### config.mk
export PLATFORM = sky130hd
export DESIGN_NAME = instruction_memory
export DESIGN_NICKNAME = d
export VERILOG_FILES = /design/src/rtl/instruction_memory.sv
export SDC_FILE = /design/constraint.sdc
export NUM_CORES = 1
export LEC_CHECK = 0
export CAP_MARGIN = 10
export CORE_MARGIN = 5
export CORE_UTILIZATION = 20
export DETAILED_ROUTE_END_ITERATION = 8
export PLACE_DENSITY = 0.95
export SYNTH_ARGS = -nofsm -noshare
export SYNTH_HDL_FRONTEND = slang
export SYNTH_SLANG_ARGS = --single-unit
### constraint.sdc
create_clock -name clk_i -period 1.8 [get_ports clk_i]
set_input_delay 0.36 -clock clk_i [delete_from_list [all_inputs] [get_ports clk_i]]
set_output_delay 0.36 -clock clk_i [all_outputs]
set_load 0.01 [all_outputs]
### src/rtl/instruction_memory.sv
// Read-only instruction store with a registered, one-cycle fetch path.
// Define IMEM_PRELOAD_EN to preload words 0-7 with a fixed test program; otherwise every word reads as zero.
module instruction_memory #(
  parameter int unsigned MEM_SIZE_BYTES = 256,
  parameter int unsigned ADDR_WIDTH     = 32,
  parameter int unsigned DATA_WIDTH     = 32
) (
  input  logic                  clk_i,
  input  logic                  rst_i,
  input  logic [ADDR_WIDTH-1:0] addr_i,
  output logic [DATA_WIDTH-1:0] data_o,
  output logic                  valid_o
);

  localparam int unsigned WORDS = MEM_SIZE_BYTES / 4;
  localparam int unsigned IDX_W = $clog2(WORDS);

`ifdef IMEM_PRELOAD_EN
  // Contents of the preloaded program; any word not listed here reads as zero.
  function automatic logic [DATA_WIDTH-1:0] rom_word(input logic [IDX_W-1:0] idx);
    logic [DATA_WIDTH-1:0] w;
    w = '0;
    case (idx)
      IDX_W'(0): w = DATA_WIDTH'(32'h009403b3);
      IDX_W'(1): w = DATA_WIDTH'(32'h40b503b3);
      IDX_W'(2): w = DATA_WIDTH'(32'h02d602b3);
      IDX_W'(3): w = DATA_WIDTH'(32'h0107c733);
      IDX_W'(4): w = DATA_WIDTH'(32'h013918b3);
      IDX_W'(5): w = DATA_WIDTH'(32'h016ada33);
      IDX_W'(6): w = DATA_WIDTH'(32'h019c7bb3);
      IDX_W'(7): w = DATA_WIDTH'(32'h01cded33);
      default:   w = '0;
    endcase
    return w;
  endfunction
`endif

  logic                  legal_c;
  logic [DATA_WIDTH-1:0] rd_word_c;

  // Full-width compare: any set upper address bit makes the fetch out of range, so nothing aliases.
  always_comb begin
    legal_c = (addr_i[1:0] == 2'b00) && (addr_i < ADDR_WIDTH'(MEM_SIZE_BYTES));
`ifdef IMEM_PRELOAD_EN
    rd_word_c = rom_word(addr_i[IDX_W+1:2]);
`else
    rd_word_c = '0;
`endif
  end

  // Power-up value of the output registers is zero.
  logic [DATA_WIDTH-1:0] data_q  = '0;
  logic                  valid_q = 1'b0;

  always_ff @(posedge clk_i) begin
    if (rst_i) begin
      data_q  <= '0;
      valid_q <= 1'b0;
    end else if (legal_c) begin
      data_q  <= rd_word_c;
      valid_q <= 1'b1;
    end else begin
      data_q  <= '0;
      valid_q <= 1'b0;
    end
  end

  assign data_o  = data_q;
  assign valid_o = valid_q;

endmodule

# Word-level counts from Yosys, hierarchy flattened
# Cells that the tools add are included.
# op_classes
order_cmp,1
mux,1
n_reduce_logical,2
# ops
op,count
$lt A32 B9 Y1 const B,1
$logic_not A2 Y1,1
$logic_and A1 B1 Y1,1
$mux W1,1
# totals
reg_bits,1
in_bits,34
out_inout_bits,33

# Depth between registers and ports, before layout
# Gate-level depths: netlist (run 1).
# depth
depth_word,3
ltp_mapped,3
mapped_depth_nobuf,3

# Least setup slack after synthesis (run 1)
# Ideal clock, no wire load.
# synth_path
path_type,input-to-reg
start,input port addr_i[0]
end,"register valid_q, in the netlist valid_o"
setup_time_ps,64
arrival_ps,804
setup_slack_ps,931
cell_stages,3
path_cell_list,nor4_1 -> nand4_1 -> nor2_1
# synth_between
elab_chain_len,3
elab_cells_between_ends,4
cone_classes,order compare: 1; mux: 1; reduce/logical: 2
# synth_rtl
element,line,text
start: declaration,10,"input logic [ADDR_WIDTH-1:0] addr_i,"
$lt A32 B9 Y1 or $logic_not A2 Y1 (tied branches),43,legal_c = (addr_i[1:0] == 2'b00) && (addr_i < ADDR_WIDTH'(MEM_SIZE_BYTES));
$logic_and A1 B1 Y1 (*),43,
$mux W1 (*),59,end else if (legal_c) begin
end signal: assignment,58,valid_q <= 1'b0;
end signal: assignment,61,valid_q <= 1'b1;
end signal: assignment,64,valid_q <= 1'b0;
end: declaration,53,logic valid_q = 1'b0;
# Mark *: on every way between the ends. The rest lies on a longest branch, timed or not.
# A chain may end at the register's enable or synchronous reset.

# Worst setup path after layout (run 1)
# layout_path
start,input port addr_i[13]
end,"register valid_q, in the netlist valid_o"
# layout_between
elab_chain_len,3
# layout_rtl
element,line
$lt A32 B9 Y1,43
$logic_and A1 B1 Y1,43
$mux W1,59
# No other way between the ends.

==> results of run 1 <==
-- cells by family (layout without fill, tap and decap cells) --
logic type / count (synthesis) / in the layout / synth area share
flip-flops: 1 / 1 / 0.06107
buffers and inverters: 32 / 28 / 0.7328
AND/OR/NAND/NOR: 10 / 10 / 0.1946
other: 1 / 32 / 0.01144
-- per-stage QoR --
step           hold slack, ps  cells  cell area [sq um]  setup slack, ps
2_1_floorplan           515.0     75              444.2            931.4
3_3_place_gp             1015     87              504.2            440.8
3_5_place_dp             1020     87              504.2            386.3
4_1_cts                  1018     87              504.2            390.0
5_1_grt                  1052     87              504.2            267.4
6_report                 1012     87              504.2            426.5
-- layer usage --
layer	up-vias	track usage
li1	137	-
met1	121	0.04401
met2	42	0.1302
met3	0	0.05621
met4	0	0
met5	-	0
-- report_power, final --
part	internal, mW	total [mW]	switching [mW]
Clock	0	0	0
Sequential	0.0226	0.0226	0.000000000112
Combinational	0.0530	0.0955	0.0426
-- critical path, delay by kind of cell --
family	cells	cell delay, ps
buffers and inverters	1	420
AND/OR/NAND/NOR	3	530
-- layout by cell type, fill, tap and decap left out --
cell type         n
conb_1           32
clkdlybuf4s50_1  28
nor4_1            5
nor4_2            1
nand4_1           1
nor3_1            1
nand3_1           1
nor2_1            1
dfxtp_1           1
-- synthesized netlist by cell type --
library cell / count
nor4_1: 5
nor3_1: 1
nor2_1: 1
dfxtp_1: 1
buf_4: 32
nand3_1: 1
conb_1: 1
nor4_2: 1
nand4_1: 1
-- how the worst min path moves through the flow --
stage | startpoint | cells after the start | slack, ps | endpoint
6_report | addr_i[29] | 4 | 1010 | valid_o
3_5_place_dp | addr_i[10] | 4 | 1020 | valid_o
4_1_cts | addr_i[29] | 4 | 1020 | valid_o
5_1_grt | addr_i[10] | 4 | 1050 | valid_o
2_1_floorplan | addr_i[1] | 3 | 520 | valid_o
3_3_place_gp | addr_i[29] | 4 | 1020 | valid_o
-- cell type report --
type / instances / share of cell area
flip-flops and latches: 1 / 0.03970
repair buffers: 28 / 0.5558
well taps: 16 / 0.03970
multi-input cells: 42 / 0.3648
==> results.md, run 1 <==
- Critical path type: in2reg
- RePlAce Congestion: about 0.71
- Initial Util: 0.2151
- Leakage: between 0.2 and 0.25 nW
- Status: complete, no violations
- Number of max-cap violations: 0
- PD cells: between 200 and 250 nW/um^2
- Post-Synthesis Cell Area: between 300 and 400 sq um
- Final worst-path cycle share: 0.7630
- Setup violations, final: 0
- Crit. Startpoint: addr_i[13]
- Min-delay worst type: in2reg
- Cell count after synthesis: between 40 and 50
- Area of the die: 2549 sq um
- Pwr Total: 0.1182 mW
- Vias in the first global route: between 300 and 400
- Reg clk slew, reported paths: 0 ps
- FMAX: around 730 MHz
- Crit path DAT: between 1000 and 1500 ps
- I/O pin count: 67
- Initial antenna violation count: 0
- CP max stage delay: 420 ps
- IO buf count: 28
- Post-route ant nets: 0
- Syn avg cell area: roughly 7.5 sq um
- Yosys reg bits: 1
- Worst Path Required: 1730 ps
- Chip width: slightly above 50 um
- RSZ-0062 raised after global routing: no
- CTS resizes: 0
- Cell Rows: 14
- Initial DRC Count: 3
- Area of the multi-input gates: 183.9 sq um
- CP Capture Type: flop
- Ratio of cells with drive above 1 in the final layout: 0.01408
- Crit path cell chain: clkdlybuf4s50_1 -> nor4_1 -> nand3_1 -> nor2_1
- Dpl hpwl: approximately 1000 um
- Post-synth top area cell: buf_4
- Via/cell ratio: 3.448
- Slew Limit Fails: 0
- Metal2 WL: between 400 and 500 um
- Critical-path top delay cell: clkdlybuf4s50_1
- M1 WL: roughly 230 um
- Drt wl/cell: about 12 um
- Register area share after synthesis: 0.06107
- Top Layer Used: met3
- Area contributors post-synth: buf_4 (73%), nor4_1 (9.5%), dfxtp_1 (6.1%), nor4_2 (3.8%), nand4_1 (1.9%)
- Area Growth Syn to Fin: 53.82%
- GRT Util Overall: 0.06396
- Yosys warnings: 0
- Hold-fix buffers, CTS: 0
- Crit path launch type: primary input
- # diodes: 0
- Setup Buffers After CTS: 0
- Total Nets Final: 107
- Yosys cell types: 9
- Util after Layout: 0.3309
- Sequential cell area: between 20 and 25 sq um
- Setup TNS: 0 ps
- Peak supply drop: roughly 50 uV
- Iteration count of the initial detailed-routing pass: 2
- Core area: 1524 sq um
- First-pass GRT wire length: 1338 um
- Max reg flops: 1
- Gr ovfl total: 0
- Hold Vio Cnt, Final: 0
- Critical Path End: valid_o
- Total number of vias: 300
- Top cell type's share of synthesized area: 0.7328
- Fill count: 160
- Total length of routed wires: about 1000 um
- Crit path max fanout: 1
- Fin crit period: around 1400 ps
- Die H: approximately 50 um
- Largest net degree at the start of global routing: 2
- Routed met3 length: 316 um
- Drt drc: 0
No activity file was read; power rests on OpenSTA's default activity.
==> inputs of run 2 (changes only) <==
--- a/config.mk
+++ b/config.mk
@@ -7,9 +7,9 @@
 export LEC_CHECK = 0
 export CAP_MARGIN = 10
 export CORE_MARGIN = 5
-export CORE_UTILIZATION = 20
+export CORE_UTILIZATION = 18
 export DETAILED_ROUTE_END_ITERATION = 8
-export PLACE_DENSITY = 0.95
+export PLACE_DENSITY = 0.9
 export SYNTH_ARGS = -nofsm -noshare
 export SYNTH_HDL_FRONTEND = slang
 export SYNTH_SLANG_ARGS = --single-unit
==> constraint.sdc (replaced) <==
create_clock -name clk_i -period 1.3 [get_ports clk_i]
set_input_delay 0.26 -clock clk_i [delete_from_list [all_inputs] [get_ports clk_i]]
set_output_delay 0.26 -clock clk_i [all_outputs]
set_load 0.01 [all_outputs]
==> run 2 against run 1 <==
Total power up 40%. Critical path depth unchanged. Sequential cell count unchanged. Combinational power up 40%. Setup slack worse by 370 ps. Via count up 4.7%. Core utilization up 0.39 points. Die area up 8.9%. Critical endpoint unchanged. Highest routed layer unchanged.
==> results.md, run 2 (synthesis gave the netlist of run 1 again) <==
- Dpl hpwl: 1008 um (+2.8%)
- Reg clk slew, reported paths: 0 ps (unchanged)
- CP bufs+invs: 1 (unchanged)
- Max reg flops: 1 (unchanged)
- CP Capture Type: flop
- Most frequent cells in the layout: conb_1 (32), clkdlybuf4s50_1 (14), dlymetal6s2s_1 (13)
- Setup violations, final: 0 (unchanged)
- Status: complete, no violations
- # placed instances: 96 (+10%)
- First-pass GRT wire length: 1228 um (-8.2%)
- Critical path type: in2reg
- PD cells: 286.6 nW/um^2 (+22%)
- Slew Limit Fails: 0 (unchanged)
- Pre-CTS setup slack: -55.09 ps (-441.4 ps)
- Number of max-cap violations: 0 (unchanged)
- Initial antenna violation count: 0 (unchanged)
- Min-delay worst type: in2reg
- FMAX: 803.2 MHz
- Area of the die: 2775 sq um (+8.9%)
- Hold Vio Cnt, Final: 0 (unchanged)
- Layout Cells excl Fill: 96 (+10%)
- Initial Util: 0.1899 (-0.02525)
- Largest net degree at the start of global routing: 2 (unchanged)
- Chip width: 52.68 um (+4.3%)
- Setup Buffers After CTS: 0 (unchanged)
- Critical-path top delay cell: clkdlybuf4s50_1
- Fill count: 179 (+12%)
- Total number of vias: 314 (+4.7%)
- Worst Path Required: 1230 ps (-500 ps)
- Cell Rows: 15 (+1)
- Total length of routed wires: 1175 um (+17%)
- RePlAce Congestion: 0.4852 (-32%)
- Worst setup margin: 55.00 ps (-371.5 ps)
- Ratio of cells with drive above 1 in the final layout: 0.08451 (+0.07042)
- Sequential cell area: 20.02 sq um (unchanged)
- Placed cell area: 515.5 sq um (+2.2%)
- Crit path launch type: primary input
- Grt met2 use: 0.1322 (+0.002066)
- I/O pin count: 67 (unchanged)
- CP max stage delay: 420 ps (about the same)
- IO buf count: 28 (unchanged)
- Area Growth Syn to Fin: 76.34%
- Most common cell after layout, fill and taps aside: conb_1
- Min Hold Slack: 584.4 ps (-427.2 ps)
- Core area: 1727 sq um (+13%)
- Final instance area: 578.1 sq um (+15%)
- Peak supply drop: 97.47 uV (+96%)
- Drt wl/cell: 12.24 um (+6.4%)
- Area of the multi-input gates: 215.2 sq um (+17%)
- M3 GR Usage: 0.03989 (-0.01633)
- Largest delay share family, worst path: simple AND/OR/NAND/NOR gates
- Die H: 52.68 um (+4.3%)
- Total Nets Final: 107 (unchanged)
- Via/cell ratio: 3.271 (-5.1%)
- GRT Util Overall: 0.05786 (-0.006096)
- Initial DRC Count: 0 (-3)
- Iteration count of the initial detailed-routing pass: 1 (-1)
- Crit path DAT: 1170 ps (-140 ps)
- Gr ovfl total: 0 (unchanged)
- Grt peak-use layer: met2
- Leakage: 0.3480 nW (+54%)
- Vias in the first global route: 271 (-10%)
- Fin crit period: 1245 ps
- Crit path max fanout: 1 (unchanged)
- Post-route ant nets: 0 (unchanged)
- Final worst-path cycle share: 0.9577
- # diodes: 0 (unchanged)
- Drt drc: 0 (unchanged)
- Crit path cell chain: clkdlybuf4s50_1 -> nor4_2 -> nand4_1 -> nor2_1
- Routing usage on met1: 0.03506 (-0.008956)
-- run 2: cell count changes in the layout (fill, tap and decap cells not counted) --
cell,delta
nor4_1,-5
dlygate4sd2_1,+1
nor4_2,+5
dlymetal6s2s_1,+13
clkdlybuf4s50_1,-14
-- run 2: what timing repair did --
| item | CTS | global route |
|---|---|---|
| endpoints found under the setup margin | 1 | 1 |
| hold buffers | 0 | 0 |
| pin swaps | 5 | 9 |
| resized for setup | 3 | 16 |
-- run 2: metrics by stage --
stage,setup TNS (ps),total power [mW],util
2_1_floorplan,0,0.1473,-
3_3_place_gp,0,0.1600,0.2986
3_5_place_dp,-55.09,0.1614,0.2986
4_1_cts,0,0.1637,0.3051
5_1_grt,-9.448,0.1759,0.3348
6_report,0,0.1656,0.3348
-- run 2: area by class of cell --
| cell class | count | area share |
|---|---|---|
| multi-input cells | 42 | 0.3723 |
| repair buffers | 28 | 0.5390 |
| flip-flops and latches | 1 | 0.03463 |
| well taps | 25 | 0.05411 |
-- run 2: power by group --
part           internal, mW  leakage, nW  total (mW)   switching, mW
Clock                     0            0           0               0
Combinational        0.0684        0.340       0.134          0.0659
Sequential           0.0313      0.00805      0.0313  0.000000000194
-- run 2: tightest hold or removal path, stage by stage --
cell and delay [ps]:
dlymetal6s2s_1 100, nor4_2 50, nand3_1 80, nor2_1 40
-- run 2: per-layer routing --
| metal | wire [um] | share of wire |
|---|---|---|
| met5 | 0 | 0 |
| met1 | 288 | 0.25 |
| met2 | 568 | 0.48 |
| met3 | 317 | 0.27 |
| met4 | 0 | 0 |
-- run 2: path summary, 6_finish.rpt --
| kind | start | endpoint | depth (start not counted) |
|---|---|---|---|
| setup / recovery | addr_i[21] | valid_o | 4 |
| hold / removal | addr_i[29] | valid_o | 4 |
